$ cat src/rtl/ls669_sweep_ctrl.sv
// Sweep sequencer for a cascade of sn74ls669 up/down counters: presets the chain,
// counts in the requested direction, and finishes or reverses at terminal count.
module ls669_sweep_ctrl #(
  parameter int WIDTH = 12,
  parameter int LAPW  = 8
) (
  input  logic             CLOCK,
  input  logic             RESET,
  input  logic             START,
  input  logic             STOP,
  input  logic             MODE,
  input  logic             DIR_UP,
  input  logic [WIDTH-1:0] START_VAL,
  input  logic             STEP_EN,
  input  logic             RCO_IN,
  output logic             LOADn,
  output logic             U_Dn,
  output logic             ENABLE_Pn,
  output logic             ENABLE_Tn,
  output logic [WIDTH-1:0] DATA,
  output logic             BUSY,
  output logic             DONE,
  output logic [LAPW-1:0]  LAPS
);

  localparam logic [2:0] IDLE   = 3'd0;
  localparam logic [2:0] LOAD   = 3'd1;
  localparam logic [2:0] COUNT  = 3'd2;
  localparam logic [2:0] TURN   = 3'd3;
  localparam logic [2:0] FINISH = 3'd4;

  logic [2:0] state;

  always_ff @(posedge CLOCK) begin
    if (RESET) begin
      state     <= IDLE;
      LOADn     <= 1'b1;
      U_Dn      <= 1'b1;
      ENABLE_Tn <= 1'b1;
      DATA      <= '0;
      BUSY      <= 1'b0;
      LAPS      <= '0;
    end else begin
      case (state)
        IDLE: begin
          if (START) begin
            DATA  <= START_VAL;
            U_Dn  <= DIR_UP;
            LOADn <= 1'b0;
            BUSY  <= 1'b1;
            LAPS  <= '0;
            state <= LOAD;
          end
        end
        LOAD: begin
          // the chain completes its load on this edge even when aborting
          LOADn <= 1'b1;
          if (STOP) begin
            state <= FINISH;
          end else begin
            ENABLE_Tn <= 1'b0;
            state     <= COUNT;
          end
        end
        COUNT: begin
          if (STOP) begin
            ENABLE_Tn <= 1'b1;
            state     <= FINISH;
          end else if (!RCO_IN) begin
            if (MODE) begin
              U_Dn  <= ~U_Dn;
              LAPS  <= LAPS + 1'b1;
              state <= TURN;
            end else begin
              ENABLE_Tn <= 1'b1;
              state     <= FINISH;
            end
          end
        end
        TURN: begin
          if (STOP) begin
            ENABLE_Tn <= 1'b1;
            state     <= FINISH;
          end else begin
            state <= COUNT;
          end
        end
        FINISH: begin
          BUSY  <= 1'b0;
          state <= IDLE;
        end
        default: state <= IDLE;
      endcase
    end
  end

  // Parallel enable held high at terminal count so the chain never wraps.
  assign ENABLE_Pn = (state == COUNT) ? ~(STEP_EN & RCO_IN) : 1'b1;
  assign DONE      = (state == FINISH);

endmodule

$ cat config.mk
export PLATFORM = sky130hd
export DESIGN_NAME = ls669_sweep_ctrl
export DESIGN_NICKNAME = d
export VERILOG_FILES = /design/src/rtl/ls669_sweep_ctrl.sv
export SDC_FILE = /design/constraint.sdc
export NUM_CORES = 1
export LEC_CHECK = 0
export ABC_AREA = 1
export BUFFER_PORTS_ARGS = -buffer_cell sky130_fd_sc_hd__buf_2
export CORE_MARGIN = 2
export CORE_UTILIZATION = 40
export CTS_CLUSTER_SIZE = 10
export DETAILED_ROUTE_END_ITERATION = 7
export MAX_ROUTING_LAYER = met4
export PLACE_DENSITY = 0.78
export SETUP_SLACK_MARGIN = 0.3
export SYNTH_ARGS = -nofsm -noshare
export SYNTH_HDL_FRONTEND = slang
export SYNTH_SLANG_ARGS = --single-unit
$ cat constraint.sdc
create_clock -name CLOCK -period 1.9 [get_ports CLOCK]
set_input_delay 0.19 -clock CLOCK [delete_from_list [all_inputs] [get_ports CLOCK]]
set_output_delay 0.19 -clock CLOCK [all_outputs]
set_load 0.05 [all_outputs]
==> impl_metrics.json <==
{
  "status": "completed",
  "rsz0062_at_grt": "yes",
  "antenna_violating_nets_post_route": 0,
  "critPathMaxFanout": 5,
  "initial_utilization_pct": 42.3,
  "p_leak_nw": 0.739,
  "sw_frac_of_total_pct": 37.6,
  "drt_pre_antenna_iters": 4,
  "insertion_delay_ns": 0.33,
  "cp_data_arrival_time_ns": 1.31,
  "post-route-drc-count": 0,
  "drive_above_1_share_pct": 28.5,
  "track_usage_pct": 17.5,
  "global_route_wire_length_before_repair_um": 4820,
  "tightestPinTransition_ns": 0.409,
  "pin_count_of_the_biggest_net_entering_global_routing": 24,
  "gpl.final_weighted_congestion": 0.854,
  "timing_worst_setup_path_type": "reg2out",
  "required_ns": 1.71,
  "sequentialPowerShare_pct": 50.0,
  "worst_slew_margin_rel_pct": 72.8,
  "min-delay-start": "START_VAL[11]",
  "tritoncts.num_buffers": 3,
  "report.power.total_mw": 1.26,
  "count_of_flip_flops_with_a_built_in_enable_after_synthesis": 0,
  "maxClockFrequency_ghz": 0.666,
  "main_area_contributors_after_synthesis": "dfxtp_1 42%, nand2_1 15%, nand3_1 9.3%",
  "wl_um": 3060,
  "root_buffer": "clkbuf_4",
  "total_clock_sinks": 27,
  "pin_count": 46,
  "area_fraction_of_the_dominant_cell_type_after_synthesis_pct": 41.9,
  "ys_ff_latch": 27,
  "finalCriticalPeriod_ns": 1.50,
  "setup_viol": 0,
  "detailedPlacementHpwl_um": 2210,
  "timing.final.max_slew_violations": 0,
  "critPathCaptureType": "output pin",
  "worstReg2RegEnd": "LAPS[7]",
  "post-place-cells": 276,
  "post_layout_net_count": 261,
  "timing.hold.worst_endpoint": "DATA[11]",
  "synthesis.yosys.warnings": 0,
  "route.vias.total": 1343,
  "timing.hold.worst.class": "in2reg",
  "post-synth-top-count-cell": "nand2_1",
  "timing.critical_path.from_type": "flip-flop",
  "clock_pin_slew_on_the_worst_setup_and_hold_paths_ns": 0.15,
  "ctsLongestPathBuffers": 2,
  "cap_viol_max_count": 0,
  "grt-ovfl-total": 0,
  "die_area_um2": 3700,
  "postSynthNetCount": 212,
  "synth_sequential_area_ratio_pct": 41.9,
  "number_of_port_buffers": 45,
  "synth_common_cells": "52 x nand2_1, 27 x dfxtp_1, 24 x nand3_1, 20 x a21oi_1",
  "power.clock.fraction_pct": 20.4,
  "fin_crit_sh_pct": 79.0,
  "r2r_cells": 9,
  "whs_path_depth": 3,
  "worst-r2r-setup-slack_ns": 0.42,
  "vdd_drop_max_uv": 553,
  "intPower_uw": 787,
  "cts_htree_levels": 1,
  "synth_async_sr_flop_share_pct": 0,
  "final_clock_skew_ns": 0.00177,
  "cell_rows": 20,
  "comb_power_share_pct": 29.6,
  "route.detailed.vias_per_inst": 4.75,
  "post_synth_inst_count": 191,
  "cts_tree": "done",
  "totalNegativeSetupSlack_ns": 0,
  "finalHoldViolCount": 0,
  "grt_pass1_vias": 1137,
  "post-route-util_pct": 53.0,
  "layout.cells.non_filler": 283,
  "synth_area_um2": 1290,
  "number_of_design_rule_violations_left_by_the_first_detailed_router_iteration": 71,
  "grt_antenna_before_repair": 0,
  "synth.largest_area_cell": "dfxtp_1",
  "synth-main-ff-cell": "dfxtp_1",
  "die_w_um": 60.8,
  "netlist_cell_types": 18,
  "n_antenna_cell": 0,
  "design.core.area_um2": 3050,
  "avgSynthCellArea_um2": 6.75,
  "p_per_area_nw_per_um2": 780,
  "cts_hold_buf": 0,
  "die-height_um": 60.8,
  "startpoint_of_the_most_critical_register_to_register_path": "state[0]",
  "wire_per_inst_um": 10.8,
  "power_switching_uw": 473,
  "area_delta_synth_final_pct": 25.3
}
==> worst max-delay path, cell delays in order, from the launching register on <==
cell and delay, ns:
dfxtp_2 0.38, inv_2 0.09, nand2_2 0.08, nor2_4 0.15
nand3_1 0.07, buf_2 0.21
==> how the worst max path moves through the flow <==
stage          startpoint         to  slack (ns)  cells after the start
5_1_grt          state[0]    LAPS[7]        0.28                      9
3_5_place_dp     state[0]    LAPS[7]        0.39                      9
4_1_cts          state[2]  ENABLE_Pn        0.31                      5
6_report         state[2]  ENABLE_Pn        0.40                      5
3_3_place_gp     state[0]    LAPS[6]        0.45                      9
2_1_floorplan     LAPS[0]    LAPS[6]        0.30                      9
==> state kept, by name, summed over array words and instances (netlist names) <==
register / count
DATA: 12
LAPS: 8
state: 3
BUSY: 1
ENABLE_Tn: 1
LOADn: 1
U_Dn: 1
==> cell type report <==
| type | count | area, µm² |
|---|---|---|
| flip-flops and latches | 27 | 544 |
| multi-input cells | 139 | 653 |
| clock inverters | 1 | 7.51 |
| well taps | 44 | 55.1 |
| inverters | 20 | 75.1 |
| clock buffers | 3 | 22.5 |
| repair buffers | 49 | 259 |
| fillers | 321 | 1440 |
==> stage by stage <==
stage                     setup WS, ns  instance area (µm²)  hold slack [ns]
after global placement           0.451                 1550            0.444
after detailed placement         0.385                 1550            0.448
after floorplan                  0.301                 1290            0.267
after global routing             0.279                 1620            0.104
after CTS                        0.315                 1580           0.0951
final                            0.398                 1620            0.107
==> power groups by stage <==
stage | logic (mW) | registers, mW | clock network, mW
2_1_floorplan | 0.164 | 0.750 | 0
3_3_place_gp | 0.359 | 0.640 | 0
3_5_place_dp | 0.363 | 0.641 | 0
4_1_cts | 0.364 | 0.629 | 0.269
5_1_grt | 0.405 | 0.635 | 0.288
6_report | 0.373 | 0.630 | 0.257
==> cell usage in the layout (no fill, tap or decap), drive strengths merged, types with 2 or more instances in the layout <==
master | synthesis | routed
nand2 | 57 | 57
clkbuf | 3 | 3
nand3b | 2 | 2
nor3 | 2 | 2
nor2 | 22 | 22
nand4 | 3 | 3
o21ai | 8 | 8
a21oi | 20 | 20
dfxtp | 27 | 27
buf | 2 | 49
inv | 20 | 20
nand3 | 24 | 24
==> repair_timing <==
item	CTS	global route
resized for setup	0	5
buffers inserted	0	3
endpoints found under the setup margin	0	13
==> kinds of logic after synthesis <==
kind of cell	after synthesis	share of synthesized area, %
AO/OA/AOI/OAI	28	10.9
adder cells (fa/ha/maj)	1	0.970
buffers and inverters	25	7.66
flip-flops	27	41.9
AND/OR/NAND/NOR	110	38.6
==> routing by layer <==
layer | GRT usage, % | vias to the layer above | wire [µm]
li1 | - | 711 | -
met1 | 23.3 | 585 | 1440
met2 | 27.5 | 45 | 1430
met3 | 4.05 | 2 | 178
met4 | 3.11 | 0 | 13
met5 | - | - | 0
(Power assumes the default switching activity.)
